$ cat src/rtl/seq_divider_if.sv
// Request/response bundle between the operand-select path and seq_divider.
// The master drives a division request; the slave returns busy/done/result.
interface seq_divider_if #(
    parameter int WIDTH = 32
);
    logic             start;
    logic [WIDTH-1:0] dividend;
    logic [WIDTH-1:0] divisor;
    logic             is_signed;
    logic             want_rem;
    logic             busy;
    logic             done;
    logic [WIDTH-1:0] result;
    logic             zero;

    modport master (
        output start, dividend, divisor, is_signed, want_rem,
        input  busy, done, result, zero
    );

    modport slave (
        input  start, dividend, divisor, is_signed, want_rem,
        output busy, done, result, zero
    );
endinterface

$ cat src/rtl/seq_divider.sv
// Iterative radix-2 restoring divider for RISC-V DIV/DIVU/REM/REMU (WIDTH edges per op).
// Optional macro DIV_EARLY_OUT_EN: finish immediately when |dividend| < |divisor|.
module seq_divider #(
    parameter int WIDTH = 32
) (
    input  logic          clk,
    input  logic          rst_n,
    seq_divider_if.slave  bus
);
    localparam int               CNT_W    = (WIDTH > 2) ? $clog2(WIDTH) : 1;
    localparam logic [CNT_W-1:0] CNT_INIT = CNT_W'(WIDTH - 1);
    localparam logic [CNT_W-1:0] CNT_ONE  = CNT_W'(1);
    localparam logic [WIDTH-1:0] ONE      = WIDTH'(1);
    localparam logic [WIDTH-1:0] MOST_NEG = {1'b1, {(WIDTH-1){1'b0}}};

    localparam logic [1:0] S_IDLE = 2'd0;
    localparam logic [1:0] S_CALC = 2'd1;
    localparam logic [1:0] S_DONE = 2'd2;

    logic [1:0]       state_q,      state_d;
    logic [CNT_W-1:0] count_q,      count_d;
    logic [WIDTH-1:0] remAcc_q,     remAcc_d;
    logic [WIDTH-1:0] quo_q,        quo_d;
    logic [WIDTH-1:0] divisorMag_q, divisorMag_d;
    logic [WIDTH-1:0] result_q,     result_d;
    logic             wantRem_q,    wantRem_d;
    logic             negQuot_q,    negQuot_d;
    logic             negRem_q,     negRem_d;

    logic [WIDTH-1:0] dividendMag;
    logic [WIDTH-1:0] divisorMagIn;
    logic             divZero;
    logic             overflow;
    logic             earlyOut;
    logic [WIDTH:0]   shiftedFull;
    logic [WIDTH:0]   trial;
    logic [WIDTH-1:0] stepRem;
    logic [WIDTH-1:0] stepQuo;
    logic [WIDTH-1:0] finalQuo;
    logic [WIDTH-1:0] finalRem;

    assign dividendMag  = (bus.is_signed && bus.dividend[WIDTH-1]) ? (~bus.dividend + ONE) : bus.dividend;
    assign divisorMagIn = (bus.is_signed && bus.divisor[WIDTH-1])  ? (~bus.divisor + ONE)  : bus.divisor;
    assign divZero      = (bus.divisor == '0);
    assign overflow     = bus.is_signed && (bus.dividend == MOST_NEG) && (bus.divisor == '1);

`ifdef DIV_EARLY_OUT_EN
    assign earlyOut = !divZero && (dividendMag < divisorMagIn);
`else
    assign earlyOut = 1'b0;
`endif

    // remAcc_q stays below 2^(WIDTH-1) until the last step, so keeping its MSB
    // in the trial subtraction is equivalent to dropping it.
    assign shiftedFull = {remAcc_q, quo_q[WIDTH-1]};
    assign trial       = shiftedFull - {1'b0, divisorMag_q};
    assign stepRem     = trial[WIDTH] ? shiftedFull[WIDTH-1:0] : trial[WIDTH-1:0];
    assign stepQuo     = {quo_q[WIDTH-2:0], ~trial[WIDTH]};
    assign finalQuo    = negQuot_q ? (~stepQuo + ONE) : stepQuo;
    assign finalRem    = negRem_q  ? (~stepRem + ONE) : stepRem;

    always_comb begin
        state_d      = state_q;
        count_d      = count_q;
        remAcc_d     = remAcc_q;
        quo_d        = quo_q;
        divisorMag_d = divisorMag_q;
        result_d     = result_q;
        wantRem_d    = wantRem_q;
        negQuot_d    = negQuot_q;
        negRem_d     = negRem_q;

        case (state_q)
            S_IDLE: begin
                if (bus.start) begin
                    wantRem_d    = bus.want_rem;
                    negQuot_d    = bus.is_signed & (bus.dividend[WIDTH-1] ^ bus.divisor[WIDTH-1]);
                    negRem_d     = bus.is_signed & bus.dividend[WIDTH-1];
                    divisorMag_d = divisorMagIn;
                    remAcc_d     = '0;
                    quo_d        = dividendMag;
                    count_d      = CNT_INIT;
                    if (divZero) begin
                        result_d = bus.want_rem ? bus.dividend : '1;
                        state_d  = S_DONE;
                    end else if (overflow) begin
                        result_d = bus.want_rem ? '0 : bus.dividend;
                        state_d  = S_DONE;
                    end else if (earlyOut) begin
                        result_d = bus.want_rem ? bus.dividend : '0;
                        state_d  = S_DONE;
                    end else begin
                        state_d  = S_CALC;
                    end
                end
            end

            S_CALC: begin
                remAcc_d = stepRem;
                quo_d    = stepQuo;
                count_d  = count_q - CNT_ONE;
                if (count_q == '0) begin
                    result_d = wantRem_q ? finalRem : finalQuo;
                    state_d  = S_DONE;
                end
            end

            S_DONE: begin
                state_d = S_IDLE;
            end

            default: begin
                state_d = S_IDLE;
            end
        endcase
    end

    always_ff @(posedge clk or negedge rst_n) begin
        if (!rst_n) begin
            state_q      <= S_IDLE;
            count_q      <= '0;
            remAcc_q     <= '0;
            quo_q        <= '0;
            divisorMag_q <= '0;
            result_q     <= '0;
            wantRem_q    <= 1'b0;
            negQuot_q    <= 1'b0;
            negRem_q     <= 1'b0;
        end else begin
            state_q      <= state_d;
            count_q      <= count_d;
            remAcc_q     <= remAcc_d;
            quo_q        <= quo_d;
            divisorMag_q <= divisorMag_d;
            result_q     <= result_d;
            wantRem_q    <= wantRem_d;
            negQuot_q    <= negQuot_d;
            negRem_q     <= negRem_d;
        end
    end

    assign bus.busy   = (state_q != S_IDLE);
    assign bus.done   = (state_q == S_DONE);
    assign bus.result = result_q;
    assign bus.zero   = (result_q == '0);
endmodule

$ cat src/flat_wrapper.sv
// flat-port wrapper written by rule: the top's interface ports become plain ports
module seq_divider_flat 
#(
    parameter int WIDTH = 32
)
  (clk, rst_n, bus_start, bus_dividend, bus_divisor, bus_is_signed, bus_want_rem, bus_busy, bus_done, bus_result, bus_zero);
  seq_divider_if #(.WIDTH(WIDTH)) bus_i ();
  input  logic clk;
  input  logic rst_n;
  input wire logic [$bits(bus_i.start)-1:0] bus_start;
  input wire logic [$bits(bus_i.dividend)-1:0] bus_dividend;
  input wire logic [$bits(bus_i.divisor)-1:0] bus_divisor;
  input wire logic [$bits(bus_i.is_signed)-1:0] bus_is_signed;
  input wire logic [$bits(bus_i.want_rem)-1:0] bus_want_rem;
  output wire logic [$bits(bus_i.busy)-1:0] bus_busy;
  output wire logic [$bits(bus_i.done)-1:0] bus_done;
  output wire logic [$bits(bus_i.result)-1:0] bus_result;
  output wire logic [$bits(bus_i.zero)-1:0] bus_zero;
  assign bus_i.start = bus_start;
  assign bus_i.dividend = bus_dividend;
  assign bus_i.divisor = bus_divisor;
  assign bus_i.is_signed = bus_is_signed;
  assign bus_i.want_rem = bus_want_rem;
  assign bus_busy = bus_i.busy;
  assign bus_done = bus_i.done;
  assign bus_result = bus_i.result;
  assign bus_zero = bus_i.zero;
  seq_divider #(.WIDTH(WIDTH)) u_core (.clk(clk), .rst_n(rst_n), .bus(bus_i));
endmodule
$ cat config.mk
export PLATFORM = sky130hd
export DESIGN_NAME = seq_divider_flat
export DESIGN_NICKNAME = d
export VERILOG_FILES = /design/src/rtl/seq_divider_if.sv /design/src/rtl/seq_divider.sv /design/src/flat_wrapper.sv
export SDC_FILE = /design/constraint.sdc
export NUM_CORES = 1
export LEC_CHECK = 0
export CAP_MARGIN = 20
export CORE_MARGIN = 8
export CORE_UTILIZATION = 35
export CTS_CLUSTER_DIAMETER = 30
export DETAILED_ROUTE_END_ITERATION = 16
export SKIP_LAST_GASP = 1
export SYNTH_ARGS = -nofsm -noshare
export SYNTH_HDL_FRONTEND = slang
export SYNTH_SLANG_ARGS = --single-unit
$ cat constraint.sdc
create_clock -name clk -period 4.8 [get_ports clk]
set_input_delay 0.48 -clock clk [delete_from_list [all_inputs] [get_ports clk]]
set_output_delay 0.48 -clock clk [all_outputs]
set_load 0.02 [all_outputs]
==> flow_summary_export.csv, run 1 <==
group,metric,value,unit
status,status,"finished, final reports clean",
clock_tree,cts_buffers,17,
clock_tree,clock_latency,0.43,ns
cells_and_area,nNetsFinal,1725,
synthesis,synth_edf_count,0,
synthesis,syn_avg_cell_area,7.82,um2
synthesis,synthesis.area,11700,um2
critical_path,crit_required,5.14,ns
global_routing,track_usage,21.4,%
run,cap_violations,0,
synthesis,ys_warn_count,0,
clock_tree,cts.htree.levels,4,
cells_and_area,n_antenna_cell,0,
routing,wirelength,42600,um
synthesis,ys_ff_latch,138,
timing,layout_setup_ws,0.187,ns
min_path,min_to,"u_core.divisorMag_q[5]",
cells_and_area,final_util,42.6,%
min_path,hold_path_class,"register to register",
min_path,hold_path.startpoint,"u_core.divisorMag_q[5]",
die,start_util,35.2,%
routing,routedWlPerCell,20.5,um
timing,rsz0062_at_grt,"yes",
routing,firstDrtPassIters,7,
clock_tree,clk_pin_slew,0.07,ns
die,die_y,199,um
global_routing,grt_max_degree,67,
synthesis,synth_flop_cell,"dfrtp_1",
routing,ant_nets,0,
cells_and_area,area_growth,21.0,%
synthesis,netlist-cell-type-count,85,
timing,hold_slack,0.484,ns
global_routing,grt_pass1_vias,11500,
routing,drc,0,
clock_tree,clock_path_buffers,2,
synthesis,synth_fp_nets,1608,
synthesis,yosysSeqAreaShare,29.5,%
global_routing,antenna_found_initial,1,
timing,tightest_slew,1.05,ns
global_routing,grt_pass1_wl,66600,um
critical_path,critPathLaunchType,"register",
clock_tree,root_buffer,"clkbuf_16",
placement,port_buffers,103,
placement,gp_congestion,0.928,
timing,finalCriticalPeriod,4.61,ns
critical_path,r2r.worst_path.cells,22,
clock_tree,clock_sinks,138,
timing,clock_skew,0.0169,ns
die,rows,67,
critical_path,cp.arrival,4.95,ns
timing,setup_viol,0,
global_routing,gr-total-overflow,0,
critical_path,cp-end-kind,"register",
critical_path,r2r-end,"u_core.bus.result[28]",
critical_path,r2r_slack,0.19,ns
timing,fmax,217,MHz
routing,drt_iter0_markers,1086,
critical_path,path_max_fanout,5,
placement,place_area,13500,um2
cells_and_area,fin_area,14200,um2
power_and_ir_drop,ir_worst_vdd,0.368,mV
power_and_ir_drop,leakagePower,5.56,nW
power_and_ir_drop,powerDensity,834,nW/um2
placement,pre_cts_slack,0.0649,ns
synthesis,syn_inst,1499,
routing,post_drt_via_cell_ratio,5.82,
critical_path,critPathKind,"register to register",
clock_tree,cts_tree,"built",
timing,min_period_over_period,96.1,%
timing,setup_tns,0,ns
die,design.die.area,39600,um2
cells_and_area,drive_gt1_share,9.33,%
routing,num_vias,12100,
die,ios,104,
placement,dpl.hpwl,32800,um
timing,slew-limit-headroom,30.2,%
min_path,hold_depth,2,
timing,finalHoldViolations,0,
timing,drv_slew,0,
die,design.core.area,33300,um2
critical_path,r2r_start,"u_core.quo_q[31]",
die,chipWidth,199,um
synthesis,ys_async_sr_fraction,100,%
==> timing repair <==
action	in CTS	in global routing
endpoints found under the setup margin	0	9
setup buffers	0	5
gates resized for setup	0	10
hold buffers	1	0
hold endpoints to repair	40	0
==> placed cells by master, fill, tap and decap left out, drive strengths merged, types with 5 or more instances in the layout <==
| cell | instances |
|---|---|
| or4 | 16 |
| a21o | 7 |
| buf | 79 |
| clkbuf | 18 |
| nand3b | 7 |
| xor2 | 49 |
| o21ai | 190 |
| clkdlybuf4s50 | 102 |
| mux2i | 29 |
| a22oi | 32 |
| nand4 | 17 |
| a2111oi | 5 |
| o211ai | 14 |
| o21bai | 7 |
| and2 | 13 |
| nand2 | 186 |
| o41ai | 19 |
| nand2b | 9 |
| dfrtp | 138 |
| a21oi | 112 |
| nor4 | 24 |
| xnor2 | 92 |
| nor2 | 106 |
| nand3 | 28 |
| o22ai | 5 |
| o221ai | 6 |
| a211o | 5 |
| nor3 | 28 |
| o31ai | 29 |
| and3 | 10 |
| a31oi | 9 |
| o21a | 6 |
| inv | 69 |
| or2 | 6 |
| or3 | 25 |
| a211oi | 16 |
| nor4b | 6 |
| ha | 39 |
| nor2b | 9 |
==> area by class of cell <==
class                           instances  area [um2]
Multi-Input combinational cell       1216        7760
Clock inverter                         14         126
Sequential cell                       138        3450
Fill cell                            3367       19100
Inverter                               61         229
Clock buffer                           18         429
Tap cell                              448         561
Timing Repair Buffer                  182        1630
==> synth_stat cells (6+ instances only) <==
cell,instances,area [um2]
o221ai_1,6,52.6
a22oi_1,32,240
nand4_1,17,106
o21ai_0,181,906
clkbuf_1,59,221
nand3b_1,7,52.6
ha_1,39,488
and2_1,12,75.1
nand2b_1,9,56.3
o21bai_1,7,52.6
xnor2_1,92,806
o211ai_1,14,105
xor2_1,49,429
a211oi_1,14,105
a31oi_1,9,56.3
o31ai_1,28,210
or4_1,16,120
a21oi_1,112,561
mux2i_1,29,290
a21o_1,7,52.6
and3_1,10,62.6
nand3_1,28,140
o21ai_1,9,45.0
buf_2,14,70.1
nand2_1,186,698
nor2b_1,9,56.3
or3_1,25,156
inv_1,60,225
nor3_1,26,130
nor2_1,106,398
dfrtp_1,138,3450
buf_1,6,22.5
o41ai_1,18,158
nor4_1,23,144
==> worst max-delay path: stages (launching register included) <==
cell and delay [ns]:
dfrtp_1 0.38, inv_1 0.06, ha_1 0.15, inv_1 0.06, fa_2 0.36, a211oi_2 0.22
o211ai_1 0.20, a211oi_2 0.36, nor3_2 0.11, o21a_4 0.22, nor2_4 0.14, inv_2 0.08
mux2i_2 0.21, ha_2 0.21, buf_4 0.13, nand2_1 0.07, or4_4 0.44, nor2_2 0.16
nand3b_1 0.18, nand2_2 0.17, nand3b_1 0.11, mux2_4 0.32, o31ai_2 0.16
==> cell families (layout without fill, tap and decap cells) <==
| logic type | after synthesis | after routing | share of synthesized area (%) |
|---|---|---|---|
| AO/OA/AOI/OAI | 501 | 501 | 27.0 |
| XOR/XNOR | 141 | 141 | 10.5 |
| adder cells (fa/ha/maj) | 43 | 43 | 4.59 |
| buffers and inverters | 145 | 275 | 5.05 |
| flip-flops | 138 | 138 | 29.5 |
| multiplexers | 33 | 33 | 2.89 |
| AND/OR/NAND/NOR | 498 | 498 | 20.5 |
==> routing by layer <==
layer  vias up  GRT usage [%]  share of wire (%)
met5         -              0              0.031
met4         2           6.78                2.6
met3        61           3.27                6.4
met2       416           33.5                 46
met1      5890           29.8                 45
li1       5716              -                  -
==> report_power, final <==
group	switching (W)	internal [W]	leakage, nW
logic	0.00497	0.00325	3.57
clock network	0.000598	0.000683	0.265
registers	0.000652	0.00168	1.73
==> state kept, by name (all words and copies together) (netlist names) <==
name                 cells
u_core.negRem_q          1
u_core.remAcc_q         32
u_core.negQuot_q         1
u_core.quo_q            32
u_core.count_q           5
u_core.wantRem_q         1
u_core.bus.result       32
u_core.divisorMag_q     32
u_core.state_q           2
==> metrics by stage <==
| stage | total power [W] | cells |
|---|---|---|
| after detailed placement | 0.0103 | 2039 |
| after CTS | 0.0117 | 2072 |
| after floorplan | 0.00775 | 1499 |
| after global routing | 0.0128 | 2077 |
| after global placement | 0.0103 | 2039 |
| final | 0.0118 | 2077 |
==> worst max path at each step <==
| stage | startpoint | endpoint | cells after the start |
|---|---|---|---|
| global route | u_core.quo_q[31] | u_core.bus.result[28] | 22 |
| detailed placement | u_core.quo_q[31] | u_core.bus.result[28] | 22 |
| CTS | u_core.quo_q[31] | u_core.bus.result[28] | 22 |
| floorplan | u_core.quo_q[31] | u_core.bus.result[28] | 25 |
| finish | u_core.quo_q[31] | u_core.bus.result[28] | 22 |
| global placement | u_core.quo_q[31] | u_core.bus.result[28] | 22 |
Power figures use the tool's default switching activity.
==> run 2: changes to the inputs <==
--- a/config.mk
+++ b/config.mk
@@ -10,6 +10,7 @@
 export CORE_UTILIZATION = 35
 export CTS_CLUSTER_DIAMETER = 30
 export DETAILED_ROUTE_END_ITERATION = 16
+export MAX_ROUTING_LAYER = met4
 export SKIP_LAST_GASP = 1
 export SYNTH_ARGS = -nofsm -noshare
 export SYNTH_HDL_FRONTEND = slang
==> flow_summary_export.csv, run 2 (synthesis gave the netlist of run 1 again) <==
group,metric,value,unit
die,chipWidth,199,um
power_and_ir_drop,ir_worst_vdd,0.375,mV
die,design.die.area,39600,um2
die,rows,67,
critical_path,path_max_fanout,5,
critical_path,critPathLaunchType,"register",
critical_path,path_buf_inv,4,
clock_tree,root_buffer,"clkbuf_16",
routing,wirelength,42900,um
global_routing,gr-total-overflow,0,
die,start_util,35.2,%
timing,slew-limit-headroom,32.8,%
critical_path,critPathKind,"register to register",
routing,ant_nets,0,
cells_and_area,nNetsFinal,1723,
critical_path,crit_required,5.15,ns
timing,fmax,216,MHz
clock_tree,cts.htree.levels,4,
placement,port_buffers,103,
placement,pre_cts_slack,0.0526,ns
cells_and_area,area_growth,21.7,%
routing,drc,0,
critical_path,cp_cell_sequence,"inv_1 -> ha_1 -> inv_1 -> fa_2 -> a211oi_2 -> o211ai_1 -> a211oi_2 -> nor3_2 -> nor3_2 -> nor2_4 -> inv_2 -> mux2i_2 -> ha_2 -> buf_4 -> nand2_1 -> or4_4 -> nor2_4 -> nand3b_1 -> nand2_2 -> nand3b_1 -> mux2_4 -> o31ai_2",
routing,num_vias,12100,
global_routing,track_usage,22.2,%
timing,clock_skew,0.0201,ns
die,die_y,199,um
global_routing,grt_pass1_vias,11800,
cells_and_area,mostFrequentLayoutCells,"nand2_1 (184), o21ai_0 (180), dfrtp_1 (138)",
power_and_ir_drop,powerDensity,841,nW/um2
min_path,hold_path_class,"input port to async pin",
timing,drv_slew,0,
critical_path,crit_slowest_cell,"or4_4",
timing,hold_slack,0.0448,ns
clock_tree,clock_latency,0.44,ns
critical_path,cp-end-kind,"register",
routing,firstDrtPassIters,5,
clock_tree,cts_buffers,17,
critical_path,cpLargestDelayFamily,"simple AND/OR/NAND/NOR gates",
global_routing,grt_pass1_wl,67100,um
cells_and_area,final_util,42.9,%
die,ios,104,
clock_tree,clk_pin_slew,0.06,ns
power_and_ir_drop,leakagePower,5.60,nW
routing,drt_iter0_markers,1099,
timing,tightest_slew,1.00,ns
clock_tree,clock_path_buffers,2,
routing,post_drt_via_cell_ratio,5.82,
global_routing,grt_max_degree,67,
critical_path,cpPeakStageDelay,0.45,ns
routing,routedWlPerCell,20.7,um
timing,finalHoldViolations,0,
global_routing,antenna_found_initial,1,
cells_and_area,drive_gt1_share,9.23,%
placement,dpl.hpwl,32900,um
status,status,"finished, final reports clean",
timing,setup_viol,0,
timing,min_period_over_period,96.5,%
cells_and_area,fin_area,14300,um2
clock_tree,clock_sinks,138,
timing,setup_tns,0,ns
critical_path,cp.arrival,4.98,ns
cells_and_area,final_common_cell,"nand2_1",
timing,layout_setup_ws,0.168,ns
clock_tree,cts_tree,"built",
die,design.core.area,33300,um2
run,cap_violations,0,
timing,finalCriticalPeriod,4.63,ns
placement,gp_congestion,0.934,
placement,place_area,13500,um2
-- run 2: cell count changes in the layout (fill, tap and decap cells not counted), sizes merged --
cell	previous run	this run
dlymetal6s2s	0	1
clkinvlp	3	4
clkinv	3	2
buf	79	77
dlygate4sd3	1	0
inv	69	64
clkbuf	18	19
diode	0	1
bufinv	0	3
-- run 2: power by group --
part | internal (W) | switching, W
logic | 0.00325 | 0.00503
registers | 0.00168 | 0.000618
clock network | 0.000849 | 0.000565
-- run 2: routing by layer --
| metal | share of wire, % | vias to the layer above | global-route usage, % |
|---|---|---|---|
| met5 | 0 | - | - |
| met4 | 2.3 | 0 | 6.92 |
| met3 | 5.3 | 60 | 3.10 |
| met2 | 46 | 420 | 34.0 |
| met1 | 46 | 5900 | 30.1 |
| li1 | - | 5700 | - |
-- run 2: through the flow --
step | power [W] | cells
final | 0.0120 | 2075
after global routing | 0.0129 | 2075
after CTS | 0.0118 | 2068
after detailed placement | 0.0103 | 2037
after global placement | 0.0103 | 2037
after floorplan | 0.00775 | 1499
-- run 2: worst register-to-register path, cell delays in order (launching register included) --
cell	delay, ns
dfrtp_1	0.38
inv_1	0.06
ha_1	0.15
inv_1	0.06
fa_2	0.34
a211oi_2	0.23
o211ai_1	0.24
a211oi_2	0.36
nor3_2	0.11
nor3_2	0.23
nor2_4	0.07
inv_2	0.11
mux2i_2	0.26
ha_2	0.22
buf_4	0.13
nand2_1	0.07
or4_4	0.45
nor2_4	0.13
nand3b_1	0.18
nand2_2	0.18
nand3b_1	0.11
mux2_4	0.32
o31ai_2	0.16
-- run 2: timing repair --
item                       in CTS  in global routing
gates resized for setup         0                 11
buffers inserted                0                  4
setup endpoints to repair       0                  9
hold buffers                    0                  0
-- run 2: cell type report --
cell class | instances | area (um2)
repair buffers | 180 | 1640
fillers | 3397 | 19000
flip-flops and latches | 138 | 3450
diodes | 1 | 2.50
well taps | 448 | 561
inverters | 61 | 229
clock inverters | 12 | 164
multi-input cells | 1216 | 7760
clock buffers | 19 | 453
-- run 2: worst paths after layout --
| kind | slack (ns) | start | endpoint | cells past startpoint |
|---|---|---|---|---|
| setup / recovery | 0.17 | u_core.quo_q[31] | u_core.bus.result[28] | 22 |
| hold / removal | 0.04 | rst_n | u_core.divisorMag_q[30] | 1 |
| setup reg to reg | 0.17 | u_core.quo_q[31] | u_core.bus.result[28] | 22 |
| hold reg to reg | 0.48 | u_core.divisorMag_q[3] | u_core.divisorMag_q[3] | 2 |
| max in group asynchronous | 3.74 | rst_n | u_core.remAcc_q[12] | 2 |
| min in group clk | 0.48 | u_core.divisorMag_q[3] | u_core.divisorMag_q[3] | 2 |
==> run 3: changes to the inputs <==
--- a/config.mk
+++ b/config.mk
@@ -9,6 +9,7 @@
 export CORE_MARGIN = 8
 export CORE_UTILIZATION = 35
 export CTS_CLUSTER_DIAMETER = 30
+export CTS_CLUSTER_SIZE = 16
 export DETAILED_ROUTE_END_ITERATION = 16
 export MAX_ROUTING_LAYER = met4
 export SKIP_LAST_GASP = 1
==> results of run 3 <==
Final layout, timing and power as in run 2 (identical DEF).
